[src/rtl/ins_fetch_pkg.sv]
// Shared fetch-stage types and constants.
package ins_fetch_pkg;

  localparam int XLEN = 32;
  localparam logic [XLEN-1:0] NOP_INSTR = 32'h0000_0013;

  typedef struct packed {
    logic [XLEN-1:0] instr;
    logic [XLEN-1:0] pc;
  } fetch_entry_t;

  function automatic logic [XLEN-1:0] word_align(input logic [XLEN-1:0] a);
    return {a[XLEN-1:2], 2'b00};
  endfunction

endpackage

[src/rtl/ins_fetch_if.sv]
// Fetch-stage bus: imem request/response channel, decode stall/redirect inputs and the IF/ID entry.
interface ins_fetch_if;
  import ins_fetch_pkg::*;

  logic            imem_req_valid_out;
  logic [XLEN-1:0] imem_req_addr_out;
  logic            imem_req_ready_in;
  logic            imem_resp_valid_in;
  logic [XLEN-1:0] imem_resp_data_in;
  logic            pipeline_stall_in;
  logic            redirect_valid_in;
  logic [XLEN-1:0] redirect_pc_in;
  logic            if_valid_out;
  logic [XLEN-1:0] if_instruction_out;
  logic [XLEN-1:0] if_pc_out;
  logic [XLEN-1:0] if_pc_plus_4_out;

  modport master (
    output imem_req_valid_out, imem_req_addr_out,
    input  imem_req_ready_in, imem_resp_valid_in, imem_resp_data_in,
    input  pipeline_stall_in, redirect_valid_in, redirect_pc_in,
    output if_valid_out, if_instruction_out, if_pc_out, if_pc_plus_4_out
  );

  modport slave (
    input  imem_req_valid_out, imem_req_addr_out,
    output imem_req_ready_in, imem_resp_valid_in, imem_resp_data_in,
    output pipeline_stall_in, redirect_valid_in, redirect_pc_in,
    input  if_valid_out, if_instruction_out, if_pc_out, if_pc_plus_4_out
  );

endinterface

[src/rtl/fetch_fifo.sv]
// Synchronous FIFO with push/pop/flush; head is read straight from registered storage (no bypass).
// Push on a full FIFO is accepted only alongside a pop; flush overrides push and pop.
module fetch_fifo #(
  parameter int DEPTH = 2,
  parameter int WIDTH = 32
) (
  input  logic                   clk,
  input  logic                   rst,
  input  logic                   i_push,
  input  logic [WIDTH-1:0]       i_push_dat,
  input  logic                   i_pop,
  input  logic                   i_flush,
  output logic [WIDTH-1:0]       o_head,
  output logic [$clog2(DEPTH):0] o_count
);
  localparam int AW = $clog2(DEPTH);
  localparam int CW = AW + 1;

  logic [WIDTH-1:0] r_mem [DEPTH];
  logic [AW-1:0]    r_rd_ptr;
  logic [AW-1:0]    r_wr_ptr;
  logic [CW-1:0]    r_count;
  logic             w_pop;
  logic             w_push;

  assign w_pop  = i_pop & (r_count != '0);
  assign w_push = i_push & ((r_count != CW'(DEPTH)) | w_pop);

  always_ff @(posedge clk) begin
    if (rst || i_flush) begin
      r_rd_ptr <= '0;
      r_wr_ptr <= '0;
      r_count  <= '0;
    end else begin
      if (w_push) r_wr_ptr <= r_wr_ptr + AW'(1);
      if (w_pop)  r_rd_ptr <= r_rd_ptr + AW'(1);
      r_count <= r_count + CW'(w_push) - CW'(w_pop);
    end
  end

  always_ff @(posedge clk) begin
    if (w_push && !i_flush) r_mem[r_wr_ptr] <= i_push_dat;
  end

  assign o_head  = r_mem[r_rd_ptr];
  assign o_count = r_count;

endmodule

[src/rtl/ins_fetch.sv]
// Fetch stage: PC, in-order imem requests under a FIFO_DEPTH credit, buffered IF/ID entry (NOP when empty).
// 1-cycle memory: request N -> if_valid_out N+2; stall freezes IF/ID, redirect flushes; FETCH_PERF_CNT_EN adds perf counters.
module ins_fetch
  import ins_fetch_pkg::*;
#(
  parameter logic [XLEN-1:0] RESET_PC   = 32'h0000_0000,
  parameter int              FIFO_DEPTH = 2
) (
  input  logic            clk,
  input  logic            rst,
  ins_fetch_if.master     bus
`ifdef FETCH_PERF_CNT_EN
  ,
  output logic [XLEN-1:0] perf_fetch_count_out,
  output logic [XLEN-1:0] perf_flush_count_out
`endif
);
  localparam int CW  = $clog2(FIFO_DEPTH) + 1;
  localparam int CW1 = CW + 1;

  logic [XLEN-1:0] r_pc;
  logic [CW-1:0]   r_outstanding;
  logic [CW-1:0]   r_drop_cnt;

  logic [CW-1:0]   w_count;
  logic [CW-1:0]   w_tag_count;
  logic [XLEN-1:0] w_tag_head;
  fetch_entry_t    w_head;
  fetch_entry_t    w_push_dat;
  logic [CW1-1:0]  w_credit_used;
  logic [XLEN-1:0] w_if_pc;
  logic            w_valid, w_deq, w_redirect, w_req_vld, w_req_fire;
  logic            w_resp, w_drop, w_push;

  assign w_redirect    = bus.redirect_valid_in;
  assign w_resp        = bus.imem_resp_valid_in;
  assign w_valid       = (w_count != '0);
  assign w_deq         = w_valid & ~bus.pipeline_stall_in & ~w_redirect;
  assign w_credit_used = {1'b0, r_outstanding} + {1'b0, w_count} - CW1'(w_deq);
  assign w_req_vld     = ~rst & ~w_redirect & (w_credit_used < CW1'(FIFO_DEPTH));
  assign w_req_fire    = w_req_vld & bus.imem_req_ready_in;
  assign w_drop        = w_resp & (r_drop_cnt != '0);
  assign w_push        = w_resp & ~w_drop & ~w_redirect;
  assign w_push_dat    = {bus.imem_resp_data_in, w_tag_head};

  fetch_fifo #(.DEPTH(FIFO_DEPTH), .WIDTH($bits(fetch_entry_t))) u_instr_fifo (
    .clk        (clk),
    .rst        (rst),
    .i_push     (w_push),
    .i_push_dat (w_push_dat),
    .i_pop      (w_deq),
    .i_flush    (w_redirect),
    .o_head     (w_head),
    .o_count    (w_count)
  );

  // Tags track every in-flight request, dropped or not, so this queue is never flushed.
  fetch_fifo #(.DEPTH(FIFO_DEPTH), .WIDTH(XLEN)) u_tag_fifo (
    .clk        (clk),
    .rst        (rst),
    .i_push     (w_req_fire),
    .i_push_dat (r_pc),
    .i_pop      (w_resp),
    .i_flush    (1'b0),
    .o_head     (w_tag_head),
    .o_count    (w_tag_count)
  );

  always_ff @(posedge clk) begin
    if (rst) begin
      r_pc          <= word_align(RESET_PC);
      r_outstanding <= '0;
      r_drop_cnt    <= '0;
    end else begin
      r_outstanding <= r_outstanding + CW'(w_req_fire) - CW'(w_resp);
      if (w_redirect) begin
        r_pc       <= word_align(bus.redirect_pc_in);
        // r_outstanding already counts pending drops, so this is drop_cnt + live requests - this response.
        r_drop_cnt <= r_outstanding - CW'(w_resp);
      end else begin
        if (w_req_fire) r_pc <= r_pc + XLEN'(4);
        if (w_drop)     r_drop_cnt <= r_drop_cnt - CW'(1);
      end
    end
  end

  assign w_if_pc                = w_valid ? w_head.pc : '0;
  assign bus.imem_req_valid_out = w_req_vld;
  assign bus.imem_req_addr_out  = r_pc;
  assign bus.if_valid_out       = w_valid;
  assign bus.if_instruction_out = w_valid ? w_head.instr : NOP_INSTR;
  assign bus.if_pc_out          = w_if_pc;
  assign bus.if_pc_plus_4_out   = w_if_pc + XLEN'(4);

  a_no_overflow : assert property (@(posedge clk) disable iff (rst)
    !(w_push && (w_count == CW'(FIFO_DEPTH)) && !w_deq));
  a_no_spurious_resp : assert property (@(posedge clk) disable iff (rst)
    !(w_resp && (r_outstanding == '0)));
  a_tags_match : assert property (@(posedge clk) disable iff (rst)
    (w_tag_count == r_outstanding));

`ifdef FETCH_PERF_CNT_EN
  logic [XLEN-1:0] r_perf_fetch;
  logic [XLEN-1:0] r_perf_flush;

  always_ff @(posedge clk) begin
    if (rst) begin
      r_perf_fetch <= '0;
      r_perf_flush <= '0;
    end else begin
      if (w_deq)      r_perf_fetch <= r_perf_fetch + XLEN'(1);
      if (w_redirect) r_perf_flush <= r_perf_flush + XLEN'(1);
    end
  end

  assign perf_fetch_count_out = r_perf_fetch;
  assign perf_flush_count_out = r_perf_flush;
`endif

endmodule

[src/flat_wrapper.sv]
// flat-port wrapper written by rule: the top's interface ports become plain ports
module ins_fetch_flat import ins_fetch_pkg::*;
#(
  parameter logic [XLEN-1:0] RESET_PC   = 32'h0000_0000,
  parameter int              FIFO_DEPTH = 2
)
  (clk, rst, bus_imem_req_valid_out, bus_imem_req_addr_out, bus_imem_req_ready_in, bus_imem_resp_valid_in, bus_imem_resp_data_in, bus_pipeline_stall_in, bus_redirect_valid_in, bus_redirect_pc_in, bus_if_valid_out, bus_if_instruction_out, bus_if_pc_out, bus_if_pc_plus_4_out);
  ins_fetch_if bus_i ();
  input  logic clk;
  input  logic rst;
  output wire logic [$bits(bus_i.imem_req_valid_out)-1:0] bus_imem_req_valid_out;
  output wire logic [$bits(bus_i.imem_req_addr_out)-1:0] bus_imem_req_addr_out;
  input wire logic [$bits(bus_i.imem_req_ready_in)-1:0] bus_imem_req_ready_in;
  input wire logic [$bits(bus_i.imem_resp_valid_in)-1:0] bus_imem_resp_valid_in;
  input wire logic [$bits(bus_i.imem_resp_data_in)-1:0] bus_imem_resp_data_in;
  input wire logic [$bits(bus_i.pipeline_stall_in)-1:0] bus_pipeline_stall_in;
  input wire logic [$bits(bus_i.redirect_valid_in)-1:0] bus_redirect_valid_in;
  input wire logic [$bits(bus_i.redirect_pc_in)-1:0] bus_redirect_pc_in;
  output wire logic [$bits(bus_i.if_valid_out)-1:0] bus_if_valid_out;
  output wire logic [$bits(bus_i.if_instruction_out)-1:0] bus_if_instruction_out;
  output wire logic [$bits(bus_i.if_pc_out)-1:0] bus_if_pc_out;
  output wire logic [$bits(bus_i.if_pc_plus_4_out)-1:0] bus_if_pc_plus_4_out;
  assign bus_imem_req_valid_out = bus_i.imem_req_valid_out;
  assign bus_imem_req_addr_out = bus_i.imem_req_addr_out;
  assign bus_i.imem_req_ready_in = bus_imem_req_ready_in;
  assign bus_i.imem_resp_valid_in = bus_imem_resp_valid_in;
  assign bus_i.imem_resp_data_in = bus_imem_resp_data_in;
  assign bus_i.pipeline_stall_in = bus_pipeline_stall_in;
  assign bus_i.redirect_valid_in = bus_redirect_valid_in;
  assign bus_i.redirect_pc_in = bus_redirect_pc_in;
  assign bus_if_valid_out = bus_i.if_valid_out;
  assign bus_if_instruction_out = bus_i.if_instruction_out;
  assign bus_if_pc_out = bus_i.if_pc_out;
  assign bus_if_pc_plus_4_out = bus_i.if_pc_plus_4_out;
  ins_fetch #(.RESET_PC(RESET_PC), .FIFO_DEPTH(FIFO_DEPTH)) u_core (.clk(clk), .rst(rst), .bus(bus_i));
endmodule
[config.mk]
export PLATFORM = sky130hd
export DESIGN_NAME = ins_fetch_flat
export DESIGN_NICKNAME = d
export VERILOG_FILES = /design/src/rtl/ins_fetch_pkg.sv /design/src/rtl/ins_fetch_if.sv /design/src/rtl/fetch_fifo.sv /design/src/rtl/ins_fetch.sv /design/src/flat_wrapper.sv
export SDC_FILE = /design/constraint.sdc
export NUM_CORES = 1
export LEC_CHECK = 0
export CORE_MARGIN = 4
export CORE_UTILIZATION = 45
export DETAILED_ROUTE_END_ITERATION = 6
export PLACE_DENSITY_LB_ADDON = 0.3
export RECOVER_POWER = 25
export SYNTH_ARGS = -nofsm -noshare
export SYNTH_HDL_FRONTEND = slang
export SYNTH_SLANG_ARGS = --single-unit
[constraint.sdc]
create_clock -name clk -period 7.55 [get_ports clk]
set_input_delay 0.755 -clock clk [delete_from_list [all_inputs] [get_ports clk]]
set_output_delay 0.755 -clock clk [all_outputs]
set_load 0.01 [all_outputs]
== Word level (Yosys, flattened, before mapping) ==
Memories as Yosys holds them, arrays and structs flattened. A register that Yosys moved wholly into a read port is not among the register bits.
Cells that the tools add are included.

* Register bits after elaboration: 44
* Memories: 2
* RAM bits: 192
* Output and inout bits: 130
* Input bits: 70
* Logic and storage cells: 72

{| class="wikitable"
|+ Memory list
! name !! words !! bits a word !! rd ports !! clocked after memory_dff !! write ports !! line !! text
|-
| u_core.u_instr_fifo.r_mem || 2 || 64 || 1 || 1 || 1 || fetch_fifo.sv:19 || <nowiki>logic [WIDTH-1:0] r_mem [DEPTH];</nowiki>
|-
| u_core.u_tag_fifo.r_mem || 2 || 32 || 1 || 1 || 1 || fetch_fifo.sv:19 ||
|}

* Magnitude comparators: 1
* Add/sub/neg operators: 16
* Reductions and logical operators: 9
* Bitwise gates (word level): 18
* Equality and inequality tests: 2
* Mux-type cells: 14

{| class="wikitable"
|+ Operator list
! kind !! count
|-
| 32-bit two-way mux || 4
|-
| 32-bit by 3-bit adder with 32-bit output (second input constant) || 2
|-
| 1-bit bitwise AND || 12
|-
| 2-bit nonzero test || 5
|-
| 1-bit two-way mux || 8
|-
| 2-bit by 1-bit subtractor with 2-bit output || 4
|-
| 2-bit by 1-bit adder with 2-bit output || 3
|-
| 1-bit adder (second input constant) || 4
|-
| 2-bit two-way mux || 2
|-
| 2-bit inequality test (second input constant) || 2
|-
| 1-bit NOT || 4
|-
| 2-bit by 2-bit adder with 3-bit output || 1
|-
| 3-bit by 2-bit < comparator with 1-bit output (second input constant) || 1
|-
| 3-bit by 1-bit subtractor with 3-bit output || 1
|-
| 1-bit bitwise OR || 2
|-
| 2-bit OR reduction || 1
|-
| 2-bit by 1-bit subtractor with 2-bit output (second input constant) || 1
|-
| 1-bit logical AND || 1
|-
| 1-bit zero test || 1
|-
| 1-bit logical OR || 1
|}

== Depth between registers and ports, before layout ==
* Depth in word-level cells: 10
* Mapped depth: 18
* Gate-level depth less buffers: 14

== By module ==
A second synthesis with hierarchy kept.

* Cell total of the unflattened synthesis: 797
* Area, all modules: 11093.1 um^2

{| class="wikitable"
|+ Modules (own cells, without submodules)
! module !! cells an instance !! seq. area each (um^2) !! times used !! area an instance (um^2)
|-
| fetch_fifo (u_core.u_instr_fifo) || 225 || 3943.8 || 1 || 5176.2
|-
| ins_fetch || 446 || 680.7 || 1 || 3220.6
|-
| fetch_fifo (u_core.u_tag_fifo) || 126 || 2021.9 || 1 || 2696.3
|}

== Least setup slack after synthesis ==
OpenSTA, ideal clock, no wires.

* Kind: input -> register
* Start: input bus_redirect_valid_in
* End: memory u_core.u_tag_fifo.r_mem[0][10] (enable)
* Slack: 2691 ps
* Stages: 13
* Arrival time: 4442 ps
* Setup time: 417 ps
* Data required time: 7133 ps
* Buffers on the path: 4
* Cells stage by stage: clkbuf_1 > buf_2 > buf_1 > nor3_1 > ha_1 > nand2b_1 > fa_1 > xor2_1 > nand4_2 > clkbuf_1 > a21oi_1 > inv_1 > nor2_1

* Longest elaborated chain between the ends: 9
* Elaborated cells between the ends (all ways): 10
* Classes of those cells: add/sub: 1; order compare: 1; mux: 2; bitwise: 6

{| class="wikitable"
|+ Ends and longest elaborated chain
! what !! line !! text
|-
| from (decl) || flat_wrapper.sv:17 || <nowiki>input wire logic [$bits(bus_i.redirect_valid_in)-1:0] bus_redirect_valid_in;</nowiki>
|-
| 1-bit NOT * || ins_fetch.sv:38, ins_fetch.sv:40 ||
|-
| 1-bit bitwise AND || ins_fetch.sv:38 || <nowiki>assign w_deq = w_valid & ~bus.pipeline_stall_in & ~w_redirect;</nowiki>
|-
| 3-bit by 1-bit subtractor with 3-bit output || ins_fetch.sv:39 || <nowiki>assign w_credit_used = {1'b0, r_outstanding} + {1'b0, w_count} - CW1'(w_deq);</nowiki>
|-
| 3-bit by 2-bit < comparator with 1-bit output || ins_fetch.sv:40 || <nowiki>assign w_req_vld = ~rst & ~w_redirect & (w_credit_used < CW1'(FIFO_DEPTH));</nowiki>
|-
| 1-bit bitwise AND * || ins_fetch.sv:40 ||
|-
| 1-bit bitwise AND * || ins_fetch.sv:41 || <nowiki>assign w_req_fire = w_req_vld & bus.imem_req_ready_in;</nowiki>
|-
| 1-bit bitwise AND * || fetch_fifo.sv:27 || <nowiki>assign w_push = i_push & ((r_count != CW'(DEPTH)) | w_pop);</nowiki>
|-
| 1-bit two-way mux * || fetch_fifo.sv:42 || <nowiki>if (w_push && !i_flush) r_mem[r_wr_ptr] <= i_push_dat;</nowiki>
|-
| 1-bit two-way mux (implied by the code) * || fetch_fifo.sv:42 ||
|-
| to (decl) || fetch_fifo.sv:19 ||
|}

Mark *: on every way between the ends. The rest lies on a longest branch, timed or not.

==> impl_metrics.ini <==
[run_status]
status = finished, violations left
violations = capacitance limit, slew limit

[timing]
rsz0062_at_grt = false
finalCritPeriodShare = 0.667
max_freq_mhz = 198
setup_viol = 0
finalSetupTns_ns = 0
timing.hold.ws_ns = 0.508
finalHoldViolations = 0
tightestPinTransition_ns = 1.67
maxSlewHeadroom = -0.115
final-max-slew-violation-count = 31
finalClockSkew_ns = 0.0168
min_period_ns = 5.04

[worst_setup_path]
endpoint_kind = output pin
crit_chain = buf_4 > mux2i_1 > a211oi_1 > nand4_1 > nor4_1 > xor2_1 > clkdlybuf4s50_1
arrival_ns = 4.28
critPathMaxFanout = 42
path_class = reg2out
worst_path_max_delay_cell = dfxtp_4
cpPeakStageDelay_ns = 0.75
worst_setup_path_start_kind = register
required_ns = 6.80

[cells_and_area]
drive_gt1_frac = 0.106
n_antenna_cell = 0
fin_area_um2 = 13100
final_common_cell = edfxtp_1
final_cell_mix = 184 x edfxtp_1, 159 x clkdlybuf4s50_1, 90 x nor2_1
final_nets = 1044
fill_cells = 1766
area_delta_synth_final_pct = 28.8

[yosys]
syn_inst = 776
yosysWarnings = 0
yosys.area.top_type_share = 0.543
synth_top_cell_by_area = edfxtp_1
ys_types = 64
ys.flop_type = edfxtp_1
syn_avg_cell_area_um2 = 13.1
ys_seq_area_frac = 0.630
syn-cell-area_um2 = 10200
async_reset_ff_frac = 0
ys_seq_elements = 228
synthTopCellsByArea = edfxtp_1 54%, dfxtp_1 8.7%, mux2i_1 6.1%
synth_edf_count = 184

[clock_network]
numCtsBuffers = 24
cts_tree = built
cts_sinks = 228
root_buffer = clkbuf_16
clock_latency_ns = 0.51
cts_setup_buffers = 0
holdBufCountCts = 0
path_clk_slew_ns = 0.06
cts_resized = 0
htree_levels = 1
clk_path_buf_depth = 3

[floorplan]
core_area_um2 = 22000
ios = 200
die_h_um = 158
die_area_um2 = 25100
start_util = 0.462
die_w_um = 158
std_cell_rows = 54

[place]
place_congestion = 0.754
dp_hpwl_um = 15200
dpl-instance-area_um2 = 12300
io_buffer_count = 191

[drt]
drtIter0Drc = 347
dr.pass1.iters = 5
wl_per_cell_um = 18.0
drc = 0
wl_um = 22600
vias = 6731
ant_nets = 0
viasPerCell = 5.34

[global_routing]
grt_max_degree = 76
grt_overflow = 0
grt_pass1_vias = 6330
grt_pass1_wl_um = 34700
track_usage = 0.174
antenna_found_initial = 0

[power]
power.leakage_uw = 0.00432
power_uw = 2990
peakVddDrop_v = 0.000126
power_density_nw_per_um2 = 228

[flow_run]
drv_cap = 1

[min_path]
hp-class = reg2reg
## cells by family after synthesis
| group | Yosys count | share of synthesized area |
|---|---|---|
| buffers and inverters | 67 | 0.0331 |
| flip-flops | 228 | 0.630 |
| adder cells (fa/ha/maj) | 12 | 0.0155 |
| AO/OA/AOI/OAI | 80 | 0.0529 |
| multiplexers | 96 | 0.0987 |
| other | 1 | 0.000369 |
| XOR/XNOR | 46 | 0.0396 |
| AND/OR/NAND/NOR | 246 | 0.130 |
## layer usage
| layer | up-vias | global-route usage | wire length (um) | share of wire |
|---|---|---|---|---|
| met3 | 25 | 0.0386 | 1870 | 0.083 |
| met5 | - | 0 | 0 | 0 |
| met2 | 258 | 0.271 | 9930 | 0.44 |
| li1 | 3242 | - | - | - |
| met4 | 0 | 0.0341 | 276 | 0.012 |
| met1 | 3206 | 0.253 | 10500 | 0.47 |
## flip-flops by register name, summed over array words and instances, names as in the netlist, named ones only
signal and count:
u_core.u_instr_fifo.r_mem 124, u_core.u_tag_fifo.r_mem 60, u_core.bus.imem_req_addr_out 30, u_core.r_drop_cnt 2
u_core.r_outstanding 2, u_core.u_instr_fifo.o_count 2, u_core.u_tag_fifo.o_count 2, u_core.u_instr_fifo.r_rd_ptr 1
u_core.u_instr_fifo.r_wr_ptr 1, u_core.u_tag_fifo.r_rd_ptr 1, u_core.u_tag_fifo.r_wr_ptr 1
## worst paths after layout
path,start,endpoint,slack (ns),cells past startpoint
setup / recovery,register,bus_if_pc_plus_4_out[12],2.51,7
hold / removal,u_core.u_tag_fifo.r_rd_ptr,register,0.51,2
setup reg to reg,u_core.u_instr_fifo.o_count[0],u_core.bus.imem_req_addr_out[20],2.91,12
hold reg to reg,u_core.u_tag_fifo.r_rd_ptr,register,0.51,2
## synthesized netlist by cell type, drive strengths merged (18+ instances only)
cell type,n
nor3,28
nor2,95
buf,30
xnor2,18
nand2,41
inv,22
dfxtp,44
edfxtp,184
mux2i,62
mux2,34
a21oi,20
nand3,19
nand4,20
xor2,28
## worst max-delay path, delay by kind of cell (launching register included)
family / cells / cell delay (ns)
buffers and inverters: 2 / 1.17
AOI/OAI and AO/OA: 1 / 0.27
and+or+nand+nor: 2 / 1.15
muxes: 1 / 0.21
xor gates and xnor gates: 1 / 0.21
DFF: 1 / 0.75
## final cells by class
cell class / instances / area [um2] / share of cell area
Timing Repair Buffer: 199 / 1970 / 0.150
Clock buffer: 39 / 728 / 0.0556
Sequential cell: 228 / 6410 / 0.489
Multi-Input combinational cell: 486 / 3470 / 0.265
Tap cell: 280 / 350 / 0.0268
Clock inverter: 5 / 77.6 / 0.00592
Inverter: 23 / 86.3 / 0.00659
## power breakdown
group          total, uW  switching (uW)  internal, uW
registers           1470            38.5          1440
logic                335             174           161
clock network       1180             455           726
total               2990             668          2320
## stage by stage
stage                     setup slack (ns)  instances   util
after floorplan                       2.69        781      -
after global placement                2.46       1216  0.558
after detailed placement              2.39       1216  0.558
after CTS                             2.38       1260  0.595
after global routing                  2.15       1260  0.595
final                                 2.51       1260  0.595
Power figures use the tool's default switching activity.
